===== src/rtl/test_port_pkg.sv =====
// Shared constants, state encoding and FIFO entry type for the test-port writer.
package test_port_pkg;

    localparam int unsigned ADDR_W = 30;
    localparam int unsigned DATA_W = 32;

    localparam logic [ADDR_W-1:0] TEST_PORT    = 30'h3FF;
    localparam logic [DATA_W-1:0] BEGIN_SYMBOL = 32'h0000_0168;
    localparam logic [DATA_W-1:0] END_SYMBOL   = 32'h0000_0D5D;

    typedef enum logic [2:0] {
        ST_IDLE,
        ST_BEGIN,
        ST_GAP,
        ST_WAIT,
        ST_WORD,
        ST_END,
        ST_DONE
    } state_t;

    typedef struct packed {
        logic              last;
        logic [DATA_W-1:0] data;
    } entry_t;

endpackage


===== src/rtl/test_port_writer_fifo.sv =====
// Synchronous result FIFO of {last, data} entries with a sticky overflow flag.
module result_fifo
    import test_port_pkg::*;
#(
    parameter int unsigned DEPTH = 8
) (
    input  logic   clk,
    input  logic   rst,
    input  logic   push,
    input  entry_t push_entry,
    input  logic   pop,
    output entry_t head,
    output logic   full,
    output logic   empty,
    output logic   overflow
);

    localparam int unsigned AW = $clog2(DEPTH);
    localparam logic [AW:0] FULL_CNT = (AW+1)'(DEPTH);

    entry_t          mem [DEPTH];
    logic [AW-1:0]   wr_ptr;
    logic [AW-1:0]   rd_ptr;
    logic [AW:0]     count;
    logic            do_push;
    logic            do_pop;

    assign full  = (count == FULL_CNT);
    assign empty = (count == '0);
    assign head  = mem[rd_ptr];

    // A pop in the same cycle frees the slot, so a push while full is still taken.
    assign do_pop  = pop && !empty;
    assign do_push = push && (!full || do_pop);

    always_ff @(posedge clk) begin
        if (do_push) begin
            mem[wr_ptr] <= push_entry;
        end
    end

    always_ff @(posedge clk or posedge rst) begin
        if (rst) begin
            wr_ptr   <= '0;
            rd_ptr   <= '0;
            count    <= '0;
            overflow <= 1'b0;
        end else begin
            if (do_push) begin
                wr_ptr <= wr_ptr + AW'(1);
            end
            if (do_pop) begin
                rd_ptr <= rd_ptr + AW'(1);
            end
            case ({do_push, do_pop})
                2'b10:   count <= count + (AW+1)'(1);
                2'b01:   count <= count - (AW+1)'(1);
                default: count <= count;
            endcase
            if (push && !do_push) begin
                overflow <= 1'b1;
            end
        end
    end

endmodule


===== config.mk =====
export PLATFORM = sky130hd
export DESIGN_NAME = result_fifo
export DESIGN_NICKNAME = d
export VERILOG_FILES = /design/src/rtl/test_port_pkg.sv /design/src/rtl/test_port_writer_fifo.sv
export SDC_FILE = /design/constraint.sdc
export NUM_CORES = 1
export LEC_CHECK = 0
export BUFFER_PORTS_ARGS = -buffer_cell sky130_fd_sc_hd__buf_2
export CORE_ASPECT_RATIO = 1.4
export CORE_MARGIN = 2
export CORE_UTILIZATION = 54
export CTS_BUF_LIST = sky130_fd_sc_hd__clkbuf_4 sky130_fd_sc_hd__clkbuf_8 sky130_fd_sc_hd__clkbuf_16
export DETAILED_ROUTE_END_ITERATION = 6
export GPL_ROUTABILITY_DRIVEN = 0
export PLACE_DENSITY = 0.78
export SKIP_LAST_GASP = 1
export SLEW_MARGIN = 5
export SYNTH_ARGS = -nofsm -noshare
export SYNTH_HDL_FRONTEND = slang
export SYNTH_SLANG_ARGS = --single-unit

===== constraint.sdc =====
create_clock -name clk -period 3.65 [get_ports clk]
set_clock_uncertainty 0.2 [all_clocks]
set_input_delay 0.365 -clock clk [delete_from_list [all_inputs] [get_ports clk]]
set_output_delay 0.365 -clock clk [all_outputs]
set_load 0.05 [all_outputs]

Yosys cells after proc, flatten, opt, wreduce, memory -nomap -nowiden

Memories as Yosys holds them, arrays and structs flattened.
Cells that the tools add are included.

Add/sub/neg operators: 4
Equality and inequality tests: 3
Muxes and demuxes: 3
Reductions and logical operators: 9

Operator list:

| kind                  | count |
|---|---|
| $pmux W4 S2           | 1 |
| $add A3 B1 Y3 const B | 2 |
| $add A4 B1 Y4 const B | 1 |
| $eq A4 B4 Y1 const B  | 1 |
| $logic_not A4 Y1      | 1 |
| $sub A4 B1 Y4 const B | 1 |
| $logic_and A1 B1 Y1   | 3 |
| $logic_not A1 Y1      | 3 |
| $eq A2 B1 Y1 const B  | 1 |
| $eq A2 B2 Y1 const B  | 1 |
| $mux W1               | 2 |
| $reduce_bool A2 Y1    | 1 |
| $logic_or A1 B1 Y1    | 1 |

Register bits: 11
RAM bits: 264
Bits of input ports: 37
Output and inout port bits: 36
Logic and storage cells: 24
Memories kept: 1

Memory list:

| name | depth | bits a word | read ports | clocked after Yosys merged registers in | write ports | line                        | text |
|---|---|---|---|---|---|---|---|
| mem  | 8     | 33          | 1          | 0                                       | 1           | test_port_writer_fifo.sv:21 | `entry_t mem [DEPTH];` |

Longest topological paths before layout

Gate-level depths: netlist of the first run.

Depth in word-level cells: 7
Mapped depth: 10
Depth with buffers taken out: 9

Least setup slack after synthesis of the first run

OpenSTA, ideal clock, no wires.

Path kind: register to register
From: register count[1]
To: memory mem[0][0] (netlist bit) (enable)
Setup time: 0.464 ns
Arrival time: 3.222 ns
Required time: 2.986 ns
Path slack: -0.236 ns
Cell stages (with the launch flop): 6
Path buffers: 1
Clock period less this slack: 3.886 ns
Path through: dfrtp_1 > or3_1 > buf_2 > o21a_1 > nand2b_1 > nor3_1

Cells in the longest elaborated chain, start to end: 7
Elaborated cells on any way between the ends: 9
Those cells by class: eq/ne: 1; mux: 2; reduce/logical: 6

RTL lines:

| element                         | line                        | text |
|---|---|---|
| start, declared                 | test_port_writer_fifo.sv:24 | `logic [AW:0] count;` |
| start signal, assigned          | test_port_writer_fifo.sv:56 | `2'b10: count <= count + (AW+1)'(1);` |
| start signal, assigned          | test_port_writer_fifo.sv:57 | `2'b01: count <= count - (AW+1)'(1);` |
| start signal, assigned          | test_port_writer_fifo.sv:58 | `default: count <= count;` |
| $logic_not A4 Y1                | test_port_writer_fifo.sv:29 | `assign empty = (count == '0);` |
| $logic_not A1 Y1                | test_port_writer_fifo.sv:33 | `assign do_pop = pop && !empty;` |
| $logic_and A1 B1 Y1             | test_port_writer_fifo.sv:33 |  |
| $logic_or A1 B1 Y1 *            | test_port_writer_fifo.sv:34 | `assign do_push = push && (!full \|\| do_pop);` |
| $logic_and A1 B1 Y1 *           | test_port_writer_fifo.sv:34 |  |
| $mux W1 *                       | test_port_writer_fifo.sv:37 | `if (do_push) begin` |
| $mux W1 (implied by the code) * | test_port_writer_fifo.sv:38 | `mem[wr_ptr] <= push_entry;` |
| end, declared                   | test_port_writer_fifo.sv:21 |  |

Mark *: on every way between the ends. The rest lies on a longest branch, timed or not.

==> results of run 1 <==
## cells in the mapped netlist
cell and number:
mux2i_1 1, o21ai_0 1, nand3_1 2, mux4_2 66, edfxtp_1 264, inv_1 7, mux2_2 13, nor2_1 9
or3_1 1, nand4_1 1, o21a_1 2, mux2_1 1, buf_2 8, ha_1 4, a31o_2 1, nor3_1 2
fa_1 1, buf_1 4, or2_2 2, mux2_4 23, clkbuf_1 4, o21ai_2 1, buf_12 4, a21oi_1 1
nand2b_1 4, buf_6 1, dfrtp_1 11, a211o_1 1, xor2_1 2, xnor2_1 4, a31oi_4 1, o22ai_2 1
nand2_1 10
## cell usage in the layout (no fill, tap or decap), types with 3 or more instances in the layout
master	n
edfxtp_1	264
buf_2	72
mux4_2	66
dlygate4sd3_1	34
clkbuf_16	25
mux2_4	23
mux2_2	13
nand2_1	10
dfrtp_1	8
buf_4	8
inv_1	7
buf_12	7
nor2_4	6
clkinv_1	6
clkinv_2	5
clkbuf_4	5
nand2b_1	4
xnor2_1	4
ha_1	4
nor2_1	3
## kinds of logic (layout without fill, tap and decap cells)
logic type / after synthesis / after routing / share of synthesized area (%)
fa+ha+maj: 5 / 5 / 0.6525
xor+xnor: 6 / 6 / 0.4893
simple gates: 31 / 31 / 1.317
buf+inv: 28 / 173 / 1.748
compound gates: 9 / 9 / 0.7922
flops: 275 / 275 / 76.38
mux: 104 / 104 / 18.62
## state kept, by name, indices dropped and copies added (netlist names)
name      cells
wr_ptr        3
rd_ptr        3
mem         264
count         4
overflow      1
## layout make-up
| type | count | area [µm²] | share of cell area [%] |
|---|---|---|---|
| Tap cell | 252 | 315.3 | 2.495 |
| Clock buffer | 30 | 663.1 | 5.246 |
| Inverter | 7 | 26.28 | 0.2079 |
| Sequential cell | 275 | 8209 | 64.95 |
| Clock inverter | 15 | 108.9 | 0.8612 |
| Multi-Input combinational cell | 155 | 2416 | 19.12 |
| Timing Repair Buffer | 121 | 900.9 | 7.127 |
## worst paths after layout
check | from | end | slack (ns) | depth (start not counted)
hold / removal | pop | rd_ptr[0]$_DFFE_PP0P_ | 0.04 | 3
setup reg to reg | count[0]$_DFFE_PP0P_ | count[3]$_DFFE_PP0P_ | 0.77 | 9
setup / recovery | rd_ptr[0]$_DFFE_PP0P_ | head[4] | 0.42 | 4
max in group asynchronous | rst | rd_ptr[0]$_DFFE_PP0P_ | 2.70 | 3
hold reg to reg | overflow$_DFFE_PP0P_ | overflow$_DFFE_PP0P_ | 0.28 | 1
min in group asynchronous | rst | overflow$_DFFE_PP0P_ | 0.21 | 3
## timing repair
item,4_1_cts,5_1_grt
setup buffers,0,0
resized for setup,0,0
hold buffers,34,0
endpoints found under the hold margin,275,0
## worst max-delay path, delay by kind of cell (launching register included)
kind | cells | cell delay [ns]
multiplexers | 2 | 0.82
flip-flops | 1 | 0.79
buffers and inverters | 2 | 0.54
## power groups by stage
| stage | Combinational [W] | Clock (W) | Sequential (W) |
|---|---|---|---|
| 2_1_floorplan | 0.00334 | 0 | 0.00410 |
| 4_1_cts | 0.00401 | 0.00248 | 0.00429 |
| 3_5_place_dp | 0.00395 | 0 | 0.00435 |
| 6_report | 0.00394 | 0.00244 | 0.00428 |
| 3_3_place_gp | 0.00390 | 0 | 0.00431 |
| 5_1_grt | 0.00415 | 0.00259 | 0.00434 |
## per-stage QoR
| step | area [µm²] | utilization [%] |
|---|---|---|
| after detailed placement | 11530 | 58.54 |
| after CTS | 12640 | 64.19 |
| after floorplan | 10750 | - |
| final | 12640 | 64.19 |
| after global placement | 11530 | 58.54 |
| after global routing | 12640 | 64.19 |
## metal layers
| metal | GRT usage, % | up-vias |
|---|---|---|
| li1 | - | 2168 |
| met1 | 25.60 | 2581 |
| met3 | 3.100 | 40 |
| met2 | 34.69 | 177 |
| met4 | 5.632 | 0 |
| met5 | 0 | - |
==> impl_metrics.yaml, run 1 <==
logic_synthesis:
  netlist.area_leader.share_pct: 73.82
  synthTopCellsByArea: "edfxtp_1 74%, mux4_2 14%, mux2_4 3.2%"
  synth.distinct_cells: 33
  ys_seq_area_share_pct: 76.38
  synth_top_area_cell: "edfxtp_1"
  netlist_instances: 458
  synth_nets: 500
  postSynthAreaPerCell_um2: 23.45
  yosys_warnings: 0
  synthesis.area_um2: 10740
  synth_seq_cells: 275
layout:
  area_growth_syn_to_layout_pct: 17.70
  n_antenna_cell: 0
  drive_above_1_share_pct: 40.63
  fin_nets: 627
  final_cells: 855
  fillers: 1313
floorplan:
  core_um2: 19690
  fp-row-count: 61
  chipWidth_um: 123.2
  initial_core_util_pct: 54.54
  dieArea_um2: 21050
  die_y_um: 170.9
  io_pins: 73
drt:
  wl_met3_um: 1244
  dr.first_iter.drc_count: 403
  ant_nets: 0
  drc_errors: 0
  route.layer.met1.wl_um: 7568
  top_layer_used: "met4"
  wl_per_cell_um: 23.51
  dr_total_vias: 4966
  drt_first_pass_iters: 4
  routed_wl_um: 20100
  wl_met2_um: 10790
  vias_per_cell: 5.808
timing:
  final_hold_viol_count: 0
  finalMaxSlewViolations: 0
  fmax_mhz: 309.6
  rsz0062_at_grt: "no"
  period_needed_ns: 3.230
  worstMarginPinSlew_ns: 0.8109
  timing.hold.ws_ns: 0.03778
  worst_slack_ns: 0.4202
  setup_violations: 0
  fin_tns_setup_ns: 0
  final.period_utilization_pct: 88.49
  slew_headroom_pct: 45.94
clocking:
  clockRootBuffer: "clkbuf_16"
  clk_pin_slew_ns: 0.06
  clk_latency_ns: 0.50
  cts_htree_levels: 1
  cts.path.max_buffers: 3
  cts_tree: "done"
  cts_made_buffers: 25
  clkSinkCount: 275
power_and_ir_drop:
  power_frac_comb_pct: 37.0
  netSwitchingFraction_pct: 35.03
  power.clock.fraction_pct: 22.9
  report.power.total_w: 0.01066
  p_switching_w: 0.003734
  leakage_nw: 4.302
  p_per_area_nw_per_um2: 843.2
  intPower_w: 0.006925
  seq_power_share_pct: 40.1
  irDropWorstVdd_v: 0.0005567
critical_path:
  crit_arrival_ns: 2.66
  cpMaxStageDelayCell: "dfrtp_4"
  cpPeakStageDelay_ns: 0.79
  cp_cell_sequence: "buf_4, mux4_2, mux2_4, buf_2"
  startpoint_type: "register"
  critPathKind: "reg -> out"
  worstPathMaxFanout: 27
  required_ns: 3.08
  endpoint_kind: "output port"
placed_design:
  placed_cells: 776
  hpwl_um: 11650
  dp_slack_ns: 0.7883
  io_buffers: 72
grt:
  grt_pass1_vias: 5388
  antenna_found_initial: 0
  grt_use_total_pct: 19.77
  grt_overflow_total: 0
  grt_max_degree: 34
  grt_pass1_wl_um: 30620
min_path:
  min_path_type: "in -> reg"
run_status:
  status: "finished clean"
run:
  cap_viol_max_count: 0
(Power assumes the default switching activity.)
==> run 2: changes to the inputs <==
--- a/config.mk
+++ b/config.mk
@@ -13,6 +13,7 @@
 export DETAILED_ROUTE_END_ITERATION = 6
 export GPL_ROUTABILITY_DRIVEN = 0
 export PLACE_DENSITY = 0.78
+export REMOVE_ABC_BUFFERS = 1
 export SKIP_LAST_GASP = 1
 export SLEW_MARGIN = 5
 export SYNTH_ARGS = -nofsm -noshare
==> run 2 against run 1 <==
Against the previous run: count of clock-buffer cells in the layout grew 4; highest routed layer unchanged; largest power group unchanged; wire length is 3.5% lower; critical endpoint is now head[31]; global-route usage shrank 0.67 points; fmax down 0.93%; final cell count shrank 0.12%.
==> impl_metrics.yaml, run 2 (synthesis results as in run 1) <==
clocking:
  post_cts_buffers: 0
  clkSinkCount: 275
  cts_htree_levels: 1
  cts-resized-gates: 0
  cts_made_buffers: 25
  clockRootBuffer: "clkbuf_16"
  clk_pin_slew_ns: 0.06
  cts_tree: "done"
  clk_latency_ns: 0.51
  cts.path.max_buffers: 3
power_and_ir_drop:
  leakage_nw: 4.297
  report.power.total_w: 0.01069
  irDropWorstVdd_v: 0.0006539
  p_per_area_nw_per_um2: 847.5
timing:
  period_needed_ns: 3.260
  timing.hold.ws_ns: 0.04637
  fin_tns_setup_ns: 0
  final.period_utilization_pct: 89.32
  finalMaxSlewViolations: 0
  setup_violations: 0
  rsz0062_at_grt: "no"
  worstMarginPinSlew_ns: 0.9252
  final_hold_viol_count: 0
  fmax_mhz: 306.7
  slew_headroom_pct: 38.32
grt:
  grt_overflow_total: 0
  grt_use_total_pct: 19.11
  grt_pass1_wl_um: 29750
  grt_pass1_vias: 5302
  antenna_found_initial: 0
  grt_max_degree: 36
floorplan:
  chipWidth_um: 123.2
  core_um2: 19690
  fp-row-count: 61
  initial_core_util_pct: 54.54
  die_y_um: 170.9
  io_pins: 73
  dieArea_um2: 21050
drt:
  drc_errors: 0
  vias_per_cell: 5.726
  routed_wl_um: 19400
  wl_per_cell_um: 22.71
  ant_nets: 0
  dr_total_vias: 4890
  dr.first_iter.drc_count: 436
  drt_first_pass_iters: 4
critical_path:
  cp_num_cells: 4
  cpMaxStageDelayCell: "dfrtp_2"
  timing.rr.start: "count[0]$_DFFE_PP0P_"
  critPathBufInv: 2
  startpoint_type: "register"
  required_ns: 3.08
  critical-path-top-delay-family: "flip-flops"
  endpoint_kind: "output port"
  r2r_cells: 9
  crit_arrival_ns: 2.70
  regToRegSetupSlack_ns: 0.76
  critPathKind: "reg -> out"
  worstPathMaxFanout: 35
  cpPeakStageDelay_ns: 0.97
  endpoint: "head[31]"
  worstSetupStartpoint: "rd_ptr[1]$_DFFE_PP0P_"
  timing.rr.end: "count[3]$_DFFE_PP0P_"
  cp_cell_sequence: "buf_12, mux4_2, mux2_2, buf_2"
min_path:
  min_path_type: "in -> reg"
layout:
  layout_common_cells: "264 x edfxtp_1, 72 x buf_2, 66 x mux4_2"
  area_growth_syn_to_layout_pct: 17.44
  mostFrequentLayoutCell: "edfxtp_1"
  top_register: "mem"
  reg.largest.list: "mem x264, count x4"
  fillers: 1305
  drive_above_1_share_pct: 41.36
  final_cells: 854
  largest_reg_flops: 264
  n_antenna_cell: 0
  fin_nets: 626
placed_design:
  hpwl_um: 11110
  io_buffers: 72
  placed_cells: 775
run_status:
  status: "finished clean"
run:
  cap_viol_max_count: 0
==> run 2: changes by cell type in the layout (fill, tap and decap cells not counted), sizes merged <==
| cell | delta |
|---|---|
| inv | -3 |
| clkinvlp | +2 |
| buf | -1 |
| clkbuf | +4 |
| clkinv | -4 |
| bufinv | +1 |
==> run 2: routing by layer <==
layer	global-route usage [%]	up-vias	wire length [µm]
li1	-	2158	-
met1	24.43	2606	7649
met2	33.99	101	10650
met3	2.767	25	727
met4	5.385	0	365
met5	0	-	0
==> run 2: cell type report <==
| class | instances | area (µm²) | share of cell area, % |
|---|---|---|---|
| multi-input cells | 155 | 2404 | 19.06 |
| repair buffers | 120 | 855.8 | 6.786 |
| clock buffers | 34 | 693.2 | 5.496 |
| inverters | 7 | 26.28 | 0.2083 |
| clock inverters | 11 | 108.9 | 0.8631 |
| flip-flops and latches | 275 | 8209 | 65.09 |
| well taps | 252 | 315.3 | 2.500 |
==> run 2: timing repair <==
action / 4_1_cts / 5_1_grt
hold buffers: 34 / 0
hold endpoints to repair: 275 / 0
endpoints found under the setup margin: 0 / 0
==> run 2: worst min path at each step <==
stage / cells after the start / end / startpoint
global route: 3 / rd_ptr[0]$_DFFE_PP0P_ / pop
CTS: 3 / rd_ptr[0]$_DFFE_PP0P_ / pop
finish: 3 / rd_ptr[0]$_DFFE_PP0P_ / pop
global placement: 2 / wr_ptr[0]$_DFFE_PP0P_ / rst
floorplan: 1 / count[0]$_DFFE_PP0P_ / rst
detailed placement: 2 / count[0]$_DFFE_PP0P_ / rst
==> run 2: per-stage QoR <==
step | utilization [%] | worst slack, ns | cell area (µm²)
floorplan | - | -0.6376 | 10580
global placement | 58.25 | 0.8671 | 11470
detailed placement | 58.25 | 0.7616 | 11470
CTS | 64.05 | 0.3585 | 12610
global route | 64.05 | 0.3168 | 12610
finish | 64.05 | 0.3898 | 12610
==> run 2: report_power, final <==
group / internal (W) / leakage (nW) / total [W] / switching (W)
logic: 0.00160 / 1.37 / 0.00395 / 0.00234
registers: 0.00392 / 2.52 / 0.00422 / 0.000301
clock network: 0.00148 / 0.403 / 0.00252 / 0.00105
total: 0.00700 / 4.30 / 0.0107 / 0.00369
==> run 2: worst min-delay path, delay by kind of cell <==
family | cells | cell delay, ns
xor+xnor | 1 | 0.07
buf+inv | 1 | 0.16
compound gates | 1 | 0.11
==> run 3: changes to the inputs <==
--- a/config.mk
+++ b/config.mk
@@ -6,9 +6,11 @@
 export NUM_CORES = 1
 export LEC_CHECK = 0
 export BUFFER_PORTS_ARGS = -buffer_cell sky130_fd_sc_hd__buf_2
+export CELL_PAD_IN_SITES_DETAIL_PLACEMENT = 0
+export CELL_PAD_IN_SITES_GLOBAL_PLACEMENT = 1
 export CORE_ASPECT_RATIO = 1.4
 export CORE_MARGIN = 2
-export CORE_UTILIZATION = 54
+export CORE_UTILIZATION = 48
 export CTS_BUF_LIST = sky130_fd_sc_hd__clkbuf_4 sky130_fd_sc_hd__clkbuf_8 sky130_fd_sc_hd__clkbuf_16
 export DETAILED_ROUTE_END_ITERATION = 6
 export GPL_ROUTABILITY_DRIVEN = 0
==> run 3 against run 2 <==
Against the previous run: utilization decreased by 6.4 points; combinational power increased by 1%; worst setup slack improved by 0.14 ns; die area increased by 12%; critical path depth unchanged; hold slack got worse by 0.0049 ns; critical endpoint is now head[1]; largest cell class unchanged.
==> impl_metrics.yaml, run 3 (synthesis results as in run 1) <==
clocking:
  cts_tree: "done"
  cts_htree_levels: 1
  clockRootBuffer: "clkbuf_16"
  cts.path.max_buffers: 3
  clkSinkCount: 275
  cts_made_buffers: 24
  clk_latency_ns: 0.51
  post_cts_buffers: 0
  clk_pin_slew_ns: 0.06
timing:
  period_needed_ns: 3.116
  fin_tns_setup_ns: 0
  worstMarginPinSlew_ns: 0.6815
  final_hold_viol_count: 0
  slew_headroom_pct: 54.46
  rsz0062_at_grt: "no"
  setup_violations: 0
  fmax_mhz: 321.0
  final.period_utilization_pct: 85.36
  finalMaxSlewViolations: 0
layout:
  reg.largest.list: "mem x264, count x4"
  largest_reg_flops: 264
  mostFrequentLayoutCell: "edfxtp_1"
  utilization_pct: 57.60
  n_antenna_cell: 0
  final_cells: 903
  layout_common_cells: "264 x edfxtp_1, 72 x buf_2, 66 x mux4_2"
  drive_above_1_share_pct: 41.25
  area_growth_syn_to_layout_pct: 17.69
  top_register: "mem"
  fin_nets: 634
drt:
  vias_per_cell: 5.381
  dr_total_vias: 4859
  dr.first_iter.drc_count: 427
  routed_wl_um: 19660
  wl_per_cell_um: 21.78
  drt_first_pass_iters: 4
  ant_nets: 0
  drc_errors: 0
power_and_ir_drop:
  report.power.total_w: 0.01050
  intPower_w: 0.006836
  seq_power_share_pct: 39.9
  p_per_area_nw_per_um2: 830.5
  power_frac_comb_pct: 38.1
  netSwitchingFraction_pct: 34.87
  irDropWorstVdd_v: 0.0005210
  power.clock.fraction_pct: 22.0
  p_switching_w: 0.003660
  leakage_nw: 4.301
min_path:
  min_path_type: "in -> reg"
grt:
  grt_pass1_vias: 5306
  grt_pass1_wl_um: 30620
  grt_use_total_pct: 17.39
  grt_overflow_total: 0
  antenna_found_initial: 0
  grt_max_degree: 53
run:
  cap_viol_max_count: 0
critical_path:
  startpoint_type: "register"
  critical-path-top-delay-family: "multiplexers"
  worstPathMaxFanout: 19
  crit_arrival_ns: 2.55
  required_ns: 3.08
  cpPeakStageDelay_ns: 0.67
  cp_cell_sequence: "buf_4, mux4_2, mux2_4, buf_2"
  endpoint_kind: "output port"
  critPathKind: "reg -> out"
  cpMaxStageDelayCell: "dfrtp_4"
  critPathBufInv: 2
floorplan:
  initial_core_util_pct: 48.95
  io_pins: 73
  core_um2: 21940
  dieArea_um2: 23600
  fp-row-count: 64
  chipWidth_um: 130.4
  die_y_um: 181.0
placed_design:
  io_buffers: 72
  placed_cells: 829
  hpwl_um: 11730
run_status:
  status: "finished clean"
run 3: cell types whose count changed in the layout (fill, tap and decap cells not counted), moves of 2 or more:
cell,delta
buf_4,+10
bufinv_16,-2
clkbuf_4,-2
clkinv_1,+3
clkinv_2,-3
clkinvlp_4,-2
run 3: what timing repair did:
| item | 4_1_cts | 5_1_grt |
|---|---|---|
| endpoints found under the setup margin | 0 | 0 |
| gates resized for setup | 0 | 0 |
| endpoints found under the hold margin | 275 | 0 |
| hold buffers | 34 | 0 |
run 3: final timing paths:
path	from	to	slack, ns	depth (start not counted)
setup / recovery	rd_ptr[0]$_DFFE_PP0P_	head[1]	0.53	4
hold / removal	pop	rd_ptr[0]$_DFFE_PP0P_	0.04	3
setup reg to reg	count[0]$_DFFE_PP0P_	count[3]$_DFFE_PP0P_	0.75	9
hold reg to reg	overflow$_DFFE_PP0P_	overflow$_DFFE_PP0P_	0.27	1
max in group asynchronous	rst	rd_ptr[0]$_DFFE_PP0P_	2.71	3
min in group asynchronous	rst	count[3]$_DFFE_PP0P_	0.20	3
run 3: layer usage:
metal,global-route usage [%],vias to the layer above,wire length (µm)
li1,-,2169,-
met1,23.16,2555,7901
met2,30.16,110,10510
met3,2.606,25,911
met4,4.511,0,337
met5,0,-,0
run 3: area by class of cell:
cell class	count	area, µm²
fill	1643	9303
sequential	275	8209
multi-input combinational	155	2404
timing repair buffer	129	910.9
clock buffer	32	678.2
tap	297	371.6
clock inverter	8	38.79
inverter	7	26.28
run 3: metrics by stage:
| stage | setup slack (ns) | instance area, µm² | hold slack [ns] |
|---|---|---|---|
| floorplan | -0.6376 | 10580 | 0.01744 |
| global placement | 0.8351 | 11580 | 0.1820 |
| detailed placement | 0.7679 | 11580 | 0.1951 |
| CTS | 0.4618 | 12640 | 0.02440 |
| global route | 0.3761 | 12640 | 0.06420 |
| finish | 0.5344 | 12640 | 0.04150 |
run 3: worst min-delay path, stage by stage:
cell     delay, ns
buf_2         0.16
o21ai_2       0.11
xnor2_1       0.07
run 3: power groups by stage:
stage | sequential [W] | clock [W] | combinational [W]
floorplan | 0.00443 | 0 | 0.00294
global placement | 0.00422 | 0 | 0.00398
detailed placement | 0.00426 | 0 | 0.00403
CTS | 0.00420 | 0.00237 | 0.00407
global route | 0.00423 | 0.00248 | 0.00422
finish | 0.00419 | 0.00231 | 0.00400
